File: config.mk
export PLATFORM = sky130hd
export DESIGN_NAME = blockchain_decipher_flat
export DESIGN_NICKNAME = d
export VERILOG_FILES = /design/src/rtl/blockchain_decipher_pkg.sv /design/src/rtl/blockchain_decipher_if.sv /design/src/rtl/present_decipher.sv /design/src/rtl/blockchain_decipher.sv /design/src/flat_wrapper.sv
export SDC_FILE = /design/constraint.sdc
export NUM_CORES = 1
export LEC_CHECK = 0
export ABC_AREA = 1
export CORE_UTILIZATION = 35
export DETAILED_ROUTE_END_ITERATION = 7
export PLACE_DENSITY_LB_ADDON = 0.12
export SYNTH_ARGS = -nofsm -noshare
export SYNTH_HDL_FRONTEND = slang
export SYNTH_SLANG_ARGS = --single-unit
File: constraint.sdc
create_clock -name clk -period 8 [get_ports clk]
set_clock_uncertainty 0.2 [all_clocks]
set_input_delay 0.8 -clock clk [delete_from_list [all_inputs] [get_ports clk]]
set_output_delay 0.8 -clock clk [all_outputs]
set_load 0.02 [all_outputs]
File: src/rtl/blockchain_decipher_pkg.sv
// Shared widths, FSM state and the inverse cipher primitives.
// Round keys are a 3-bit-per-round rotation of the 20-bit key.
package blockchain_decipher_pkg;

    localparam int BLOCK_W        = 16;
    localparam int KEY_W          = 20;
    localparam int NUM_BLOCKS_DEF = 8;
    localparam int ROUNDS         = 4;

    typedef enum logic [1:0] {
        IDLE,
        RUN,
        DRAIN
    } state_t;

    // Inverse of the PRESENT S-box, nibble x at bits [4x+3:4x]
    localparam logic [63:0] SINV = 64'hA970_364B_D21C_8FE5;

    function automatic logic [3:0] sbox_inv(input logic [3:0] x);
        return SINV[4*x +: 4];
    endfunction

    // Bit i moves to 4i mod 15; for 16 bits this is its own inverse
    function automatic logic [BLOCK_W-1:0] p_layer(
        input logic [BLOCK_W-1:0] s
    );
        logic [BLOCK_W-1:0] o;
        o     = '0;
        o[15] = s[15];
        for (int i = 0; i < 15; i++) begin
            o[(i*4)%15] = s[i];
        end
        return o;
    endfunction

    function automatic logic [BLOCK_W-1:0] round_key(
        input logic [KEY_W-1:0] k,
        input logic [2:0]       r
    );
        logic [KEY_W-1:0] rot;
        rot = (k << (3*r)) | (k >> (KEY_W - 3*r));
        return rot[BLOCK_W-1:0]
             ^ BLOCK_W'(rot[KEY_W-1:BLOCK_W])
             ^ BLOCK_W'(r);
    endfunction

endpackage

File: src/rtl/blockchain_decipher_if.sv
// Ciphertext-in / plaintext-out valid-ready stream bundle.
interface blockchain_decipher_if;
    import blockchain_decipher_pkg::*;

    logic               in_valid;
    logic               in_ready;
    logic [BLOCK_W-1:0] in_block;
    logic               out_valid;
    logic               out_ready;
    logic [BLOCK_W-1:0] out_block;
    logic               out_last;

    modport master (
        output in_valid, in_block, out_ready,
        input  in_ready, out_valid, out_block, out_last
    );

    modport slave (
        input  in_valid, in_block, out_ready,
        output in_ready, out_valid, out_block, out_last
    );

endinterface

File: src/rtl/present_decipher.sv
// Combinational inverse of the 4-round 16-bit present_encipher.
// Rounds undo: key add, S-box layer, permutation (last key first).
module present_decipher
    import blockchain_decipher_pkg::*;
(
    input  logic [BLOCK_W-1:0] i_block,
    input  logic [KEY_W-1:0]   i_key,
    output logic [BLOCK_W-1:0] o_block
);

    logic [BLOCK_W-1:0] w_s;

    always_comb begin
        w_s = i_block ^ round_key(i_key, 3'(ROUNDS));
        for (int r = ROUNDS - 1; r >= 0; r--) begin
            w_s = p_layer(w_s);
            for (int n = 0; n < 4; n++) begin
                w_s[4*n +: 4] = sbox_inv(w_s[4*n +: 4]);
            end
            w_s = w_s ^ round_key(i_key, 3'(r));
        end
        o_block = w_s;
    end

endmodule

File: src/rtl/blockchain_decipher.sv
// CBC-mode block decipher for NUM_BLOCKS-block messages.
// BLOCKCHAIN_DECIPHER_PIPE_EN adds a register stage before the XOR.
module blockchain_decipher
    import blockchain_decipher_pkg::*;
#(
    parameter int NUM_BLOCKS = NUM_BLOCKS_DEF
) (
    input  logic                 clk,
    input  logic                 rst,
    input  logic                 start,
    input  logic [BLOCK_W-1:0]   init_vec,
    input  logic [KEY_W-1:0]     key,
    blockchain_decipher_if.slave bus,
    output logic                 busy,
    output logic                 done
);

    localparam int CW = (NUM_BLOCKS > 1) ? $clog2(NUM_BLOCKS) : 1;
    localparam logic [CW-1:0] LAST = CW'(NUM_BLOCKS - 1);

    state_t             r_state;
    logic [CW-1:0]      r_cnt;
    logic [KEY_W-1:0]   r_key;
    logic [BLOCK_W-1:0] r_chain;
    logic               r_out_valid;
    logic [BLOCK_W-1:0] r_out_block;
    logic               r_out_last;
    logic               r_done;

    logic [BLOCK_W-1:0] w_dec;
    logic               w_in_ready;
    logic               w_acc;
    logic               w_take;
    logic               w_is_last;

    present_decipher u_dec (
        .i_block (bus.in_block),
        .i_key   (r_key),
        .o_block (w_dec)
    );

    assign w_take    = r_out_valid && bus.out_ready;
    assign w_is_last = (r_cnt == LAST);
    assign w_acc     = bus.in_valid && w_in_ready;

`ifdef BLOCKCHAIN_DECIPHER_PIPE_EN
    logic               r_s1_valid;
    logic [BLOCK_W-1:0] r_s1_dec;
    logic [BLOCK_W-1:0] r_s1_chain;
    logic               r_s1_last;
    logic               w_s2_free;
    logic               w_s1_free;

    assign w_s2_free  = !r_out_valid || bus.out_ready;
    assign w_s1_free  = !r_s1_valid || w_s2_free;
    assign w_in_ready = (r_state == RUN) && w_s1_free;
`else
    assign w_in_ready = (r_state == RUN)
                     && (!r_out_valid || bus.out_ready);
`endif

    always_ff @(posedge clk or posedge rst) begin
        if (rst) begin
            r_state     <= IDLE;
            r_cnt       <= '0;
            r_key       <= '0;
            r_chain     <= '0;
            r_out_valid <= 1'b0;
            r_out_block <= '0;
            r_out_last  <= 1'b0;
            r_done      <= 1'b0;
`ifdef BLOCKCHAIN_DECIPHER_PIPE_EN
            r_s1_valid  <= 1'b0;
            r_s1_dec    <= '0;
            r_s1_chain  <= '0;
            r_s1_last   <= 1'b0;
`endif
        end else begin
            r_done <= 1'b0;
            unique case (r_state)
                IDLE: begin
                    if (start) begin
                        r_key   <= key;
                        r_chain <= init_vec;
                        r_cnt   <= '0;
                        r_state <= RUN;
                    end
                end
                RUN: begin
                    if (w_acc) begin
                        r_cnt   <= r_cnt + 1'b1;
                        r_chain <= bus.in_block;
                        if (w_is_last) r_state <= DRAIN;
                    end
                end
                DRAIN: begin
                    if (w_take && r_out_last) begin
                        r_done  <= 1'b1;
                        r_state <= IDLE;
                    end
                end
                default: r_state <= IDLE;
            endcase

`ifdef BLOCKCHAIN_DECIPHER_PIPE_EN
            if (w_s1_free) begin
                r_s1_valid <= w_acc;
                if (w_acc) begin
                    r_s1_dec   <= w_dec;
                    r_s1_chain <= r_chain;
                    r_s1_last  <= w_is_last;
                end
            end
            if (w_s2_free) begin
                r_out_valid <= r_s1_valid;
                r_out_last  <= r_s1_valid && r_s1_last;
                if (r_s1_valid) r_out_block <= r_s1_dec ^ r_s1_chain;
            end
`else
            if (w_acc) begin
                r_out_valid <= 1'b1;
                r_out_block <= w_dec ^ r_chain;
                r_out_last  <= w_is_last;
            end else if (w_take) begin
                r_out_valid <= 1'b0;
                r_out_last  <= 1'b0;
            end
`endif
        end
    end

    assign bus.in_ready  = w_in_ready;
    assign bus.out_valid = r_out_valid;
    assign bus.out_block = r_out_block;
    assign bus.out_last  = r_out_last;
    assign busy          = (r_state != IDLE);
    assign done          = r_done;

endmodule

File: src/flat_wrapper.sv
// flat-port wrapper written by rule: the top's interface ports become plain ports
module blockchain_decipher_flat import blockchain_decipher_pkg::*;
#(
    parameter int NUM_BLOCKS = NUM_BLOCKS_DEF
)
  (clk, rst, start, init_vec, key, busy, done, bus_in_valid, bus_in_block, bus_out_ready, bus_in_ready, bus_out_valid, bus_out_block, bus_out_last);
  blockchain_decipher_if bus_i ();
  input  logic clk;
  input  logic rst;
  input  logic start;
  input  logic [BLOCK_W-1:0] init_vec;
  input  logic [KEY_W-1:0] key;
  output logic busy;
  output logic done;
  input wire logic [$bits(bus_i.in_valid)-1:0] bus_in_valid;
  input wire logic [$bits(bus_i.in_block)-1:0] bus_in_block;
  input wire logic [$bits(bus_i.out_ready)-1:0] bus_out_ready;
  output wire logic [$bits(bus_i.in_ready)-1:0] bus_in_ready;
  output wire logic [$bits(bus_i.out_valid)-1:0] bus_out_valid;
  output wire logic [$bits(bus_i.out_block)-1:0] bus_out_block;
  output wire logic [$bits(bus_i.out_last)-1:0] bus_out_last;
  assign bus_i.in_valid = bus_in_valid;
  assign bus_i.in_block = bus_in_block;
  assign bus_i.out_ready = bus_out_ready;
  assign bus_in_ready = bus_i.in_ready;
  assign bus_out_valid = bus_i.out_valid;
  assign bus_out_block = bus_i.out_block;
  assign bus_out_last = bus_i.out_last;
  blockchain_decipher #(.NUM_BLOCKS(NUM_BLOCKS)) u_core (.clk(clk), .rst(rst), .start(start), .init_vec(init_vec), .key(key), .bus(bus_i), .busy(busy), .done(done));
endmodule
Yosys cells after proc, flatten, opt, wreduce, memory -nomap -nowiden
Cells that the tools add are included.
Operators by class
  shifts and indexed selects: 16
  bitwise logic cells: 19
  mux-type cells: 16
  equality and inequality tests: 7
  reductions and logical operators: 13
  $add $sub $neg: 1
Operators with widths (count)
  $shiftx 64x7->4 const A: 16
  $xor 16x16->16: 6
  $xor 16x4->16: 5
  $mux 16: 2
  $pmux 16 s2: 1
  $or 20x12->20: 1
  $or 20x3->20: 1
  $or 20x6->20: 1
  $or 20x9->20: 1
  $mux 2: 4
  $mux 3: 2
  $ne 2x1->1 const B: 3
  $pmux 2 s3: 1
  $pmux 3 s2: 1
  $reduce_bool 2->1: 3
  $mux 1: 5
  $logic_and 1x1->1: 4
  $reduce_and 4->1: 1
  $add 3x1->3 const B: 1
  $eq 3x3->1 const B: 1
  $not 1->1: 3
  $reduce_and 3->1: 1
  $eq 2x1->1 const B: 1
  $eq 2x2->1 const B: 1
  other kinds (6): 6
Word-level totals
  input bits: 57
  register bits: 60
  output and inout bits: 21
  logic and storage cells: 80

Depth between registers and ports, before layout
  depth in word-level cells: 13
  mapped depth: 41
  depth with buffers taken out: 40

By module
From an unflattened synthesis, not the netlist that was laid out.
Unflattened totals
  cells, all modules: 1263
  area, all modules: 7636.1 um^2
Modules (own cells, without submodules)
  present_decipher: sequential area each 0.0 um^2, times used 1, area an instance 4931.0 um^2, cells an instance 940
  blockchain_decipher: sequential area each 1501.4 um^2, times used 1, area an instance 2705.1 um^2, cells an instance 323

Least setup slack after synthesis
Ideal clock, no wire load.
  path kind: in2reg
  start: input port bus_in_block[4]
  end: register u_core.r_out_block[3] (netlist: u_core.bus.out_block[3])
  required time: 7.682 ns
  library setup time: 0.118 ns
  arrival: 4.668 ns
  buffers on the path: 0
  setup slack: 3.014 ns
  stages on the path: 30
  path through: xnor2_1 > inv_1 > ha_1 > inv_1 > nand2_2 > nand3_1 > nand3_1 > nand2_1 > inv_1 > ha_1 > or2_1 > nand2_1 > nand2_1 > nand2_1 > nand2_1 > nand2_1 > inv_1 > ha_1 > nand3_1 > nand2_1 > o21ai_2 > xor2_2 > inv_2 > ha_1 > nand2_1 > o21ai_0 > nand2_1 > nand3_1 > nand3_1 > nand2_1
Between the ends
  longest elaborated chain between the ends: 10
  elaborated cells between the ends (all ways): 16
  classes of those cells: 10 x shift; 6 x bitwise
Ends and longest elaborated chain
  start, declared: RTL line flat_wrapper.sv:16  | input wire logic [$bits(bus_i.in_block)-1:0] bus_in_block;
  $xor 16x16->16 *: RTL line present_decipher.sv:14  | w_s = i_block ^ round_key(i_key, 3'(ROUNDS));
  $shiftx 64x7->4 *: RTL line blockchain_decipher_pkg.sv:20  | return SINV[4*x +: 4];
  $xor 16x16->16 *: RTL line present_decipher.sv:20  | w_s = w_s ^ round_key(i_key, 3'(r));
  $shiftx 64x7->4: RTL line blockchain_decipher_pkg.sv:20
  $xor 16x16->16 *: RTL line present_decipher.sv:20
  $shiftx 64x7->4: RTL line blockchain_decipher_pkg.sv:20
  $xor 16x16->16 *: RTL line present_decipher.sv:20
  $shiftx 64x7->4 *: RTL line blockchain_decipher_pkg.sv:20
  $xor 16x16->16 *: RTL line present_decipher.sv:20
  $xor 16x16->16 *: RTL line blockchain_decipher.sv:122  | r_out_block <= w_dec ^ r_chain;
  end signal, assigned: RTL line blockchain_decipher.sv:122
  end, declared: RTL line blockchain_decipher.sv:26  | logic [BLOCK_W-1:0] r_out_block;
Every way passes the cells marked *; elsewhere a longest branch is shown, timed or not.
A chain may end at the register's enable or synchronous reset.

Worst setup path in the final report
Ends and elaborated chain as after synthesis.

==> metrics.txt <==
fin. max-slew vios 0; Yosys cell types 36; final weighted congestion in routability-driven placement 0.898; drt via density 4.88; grt ovf 0; Iteration-0 DRC Markers 454; initial antenna violation count 0; fin crit share 70.8%; RSZ-0062 raised after global routing no; DIE HEIGHT 147 um; crit-path max FO 5; syn nets 1,315; postcts setup bufs 0; total CTS buffers 9; row count 52; antenna diode count 0; HP Class register to register; Fin. Hold Viols 0; clk root buf clkbuf_16; synthesized area 0.00739 mm2; Max transition margin 31.9%; Fin Setup TNS 0 ps; buffer and inverter count on the worst path 6; core area 0.0205 mm2; vias in the first global route 6,873; layout cells sized above 1 10.8%; GR Util All Layers 22.0%; first-pass GRT wire length 36.7 mm; largest net degree at the start of global routing 61; most used cell, CP nand2_1; dpl hpwl 18.8 mm; actual slew at the worst max-slew pin 1020 ps; R2R Setup Slk 2430 ps; H-tree depth 3; cells after synthesis 1,197; via count 7,491; slowest stage cell on the critical path clkdlybuf4s50_1; CTS tree built; CP Class input pin to register; Slowest Stage Delay on Critical Path 440 ps; cts hold-fix bufs 0; crit start category input pin; most frequent cells in the layout nand2_1, nand3_1, inv_1; Area Overhead vs Synth 17.1%; die extent in x 147 um; commonest non-fill, non-tap cell in the layout nand2_1; Initial Utilization 36.1%; Worst Setup End Kind register; fin crit period 5660 ps; drc violations 0; Worst-path clk slew 60 ps; crit path DAT 5690 ps; die footprint 0.0217 mm2; Clock Path Buffers 2; PortBufs 77; Max-Cap Viols 0; # clock sinks 60; wire per inst 15.0 um; Worst EP required 8030 ps; DRT Pass-1 Iters 5; Yosys warnings 0; fin nets 1,379; Worst-Skew Late Latency 360 ps; filler instances 2,169; register bit total from synthesis 60; I/O pin cnt 78; Routed WL 23.0 mm; maximum clock rate 177 MHz; post-synthesis sequential area ratio 20.3%; delay-heaviest family, CP simple AND/OR/NAND/NOR gates; status completed; Resized Gates After CTS 0; post-route ant nets 0; # setup viols final 0; Syn Area/Cell 6.18 um2
worst reg2reg max path, delay by kind of cell, from the launching register on:
| kind | cells | cell delay (ps) |
|---|---|---|
| AND/OR/NAND/NOR | 22 | 2200 |
| adder cells (fa/ha/maj) | 4 | 1240 |
| buffers and inverters | 6 | 710 |
| flip-flops | 1 | 610 |
| XOR/XNOR | 1 | 260 |
| AO/OA/AOI/OAI | 2 | 250 |
cell type report:
type / count / area (um2) / area share (%)
Timing Repair Buffer: 81 / 801 / 9.25
Clock inverter: 7 / 57.6 / 0.665
Inverter: 145 / 549 / 6.34
Sequential cell: 60 / 1500 / 17.3
Tap cell: 270 / 338 / 3.90
Clock buffer: 9 / 225 / 2.60
Multi-Input combinational cell: 964 / 5190 / 59.9
flip-flops by register name, indices dropped and copies added (netlist names):
register and cells:
u_core.r_state 2, u_core.r_cnt 3, u_core.bus.out_block 16, u_core.r_key 20, u_core.bus.out_valid 1, u_core.bus.out_last 1, u_core.done 1, u_core.r_chain 16
final timing paths:
| kind | from | end | depth (start not counted) |
|---|---|---|---|
| max in group asynchronous | rst | u_core.bus.out_block[5]$_DFFE_PP0P_ | 3 |
| setup / recovery | bus_in_block[4] | u_core.bus.out_block[3]$_DFFE_PP0P_ | 33 |
| hold / removal | u_core.bus.out_block[3]$_DFFE_PP0P_ | u_core.bus.out_block[3]$_DFFE_PP0P_ | 2 |
| hold reg to reg | u_core.bus.out_block[3]$_DFFE_PP0P_ | u_core.bus.out_block[3]$_DFFE_PP0P_ | 2 |
| setup reg to reg | u_core.r_key[8]$_DFFE_PP0P_ | u_core.bus.out_block[3]$_DFFE_PP0P_ | 35 |
| min in group asynchronous | rst | u_core.r_state[1]$_DFFE_PP0P_ | 3 |
cells in the mapped netlist:
cell        n  area share (%)
nand2_1   441              22
nand3_1   201              14
inv_1     118             6.0
ha_1       61              10
dfrtp_1    60              20
nand2_2    55             4.7
nor2_1     47             2.4
a21oi_1    24             1.6
inv_2      24             1.2
xor2_1     22             2.6
o21ai_0    18             1.2
xnor2_1    16             1.9
nand3_2    15             2.0
a31oi_1    14             1.2
clkbuf_1   12            0.61
nand3b_1   10             1.0
o211ai_1    8            0.81
buf_2       6            0.41
buf_4       5            0.51
o21ai_1     5            0.34
xor2_2      5             1.1
nand2_4     4            0.61
nand4_1     4            0.34
o21ai_2     4            0.47
buf_6       3            0.46
clkbuf_2    2            0.14
inv_4       2            0.17
or2_1       2            0.17
or2_2       2            0.17
clkinv_1    1           0.051
mux2_2      1            0.15
nor2_2      1           0.085
nor2_4      1            0.15
or2_0       1           0.085
xnor2_4     1            0.37
xor2_4      1            0.37
kinds of logic after synthesis:
family / count (synthesis) / synth area share (%)
AOI/OAI and AO/OA: 73 / 5.65
xor gates and xnor gates: 45 / 6.35
adders and majority gates: 61 / 10.3
buffers and inverters: 173 / 9.54
DFF: 60 / 20.3
muxes: 1 / 0.152
and+or+nand+nor: 784 / 47.7
through the flow:
| stage | setup WS (ps) | utilization (%) | hold slack, ps | area, um2 | instances |
|---|---|---|---|---|---|
| after floorplan | 3010 | - | 268 | 7390 | 1197 |
| after global placement | 2120 | 40.9 | 264 | 8380 | 1520 |
| after detailed placement | 2020 | 40.9 | 265 | 8380 | 1520 |
| after CTS | 2370 | 42.3 | 281 | 8660 | 1536 |
| after global routing | 1840 | 42.3 | 303 | 8660 | 1536 |
| final | 2340 | 42.3 | 273 | 8660 | 1536 |
layer usage:
metal | vias to the layer above | share of wire [%] | track usage, %
met5 | - | 0 | 0
met4 | 0 | 2.1 | 6.29
met3 | 21 | 3.7 | 3.48
met2 | 145 | 45 | 35.0
met1 | 3400 | 49 | 30.6
li1 | 3925 | - | -
Power is left out: the tool's default activity adds up to more than one toggle a clock period on the data nets, which glitch-free logic cannot reach.
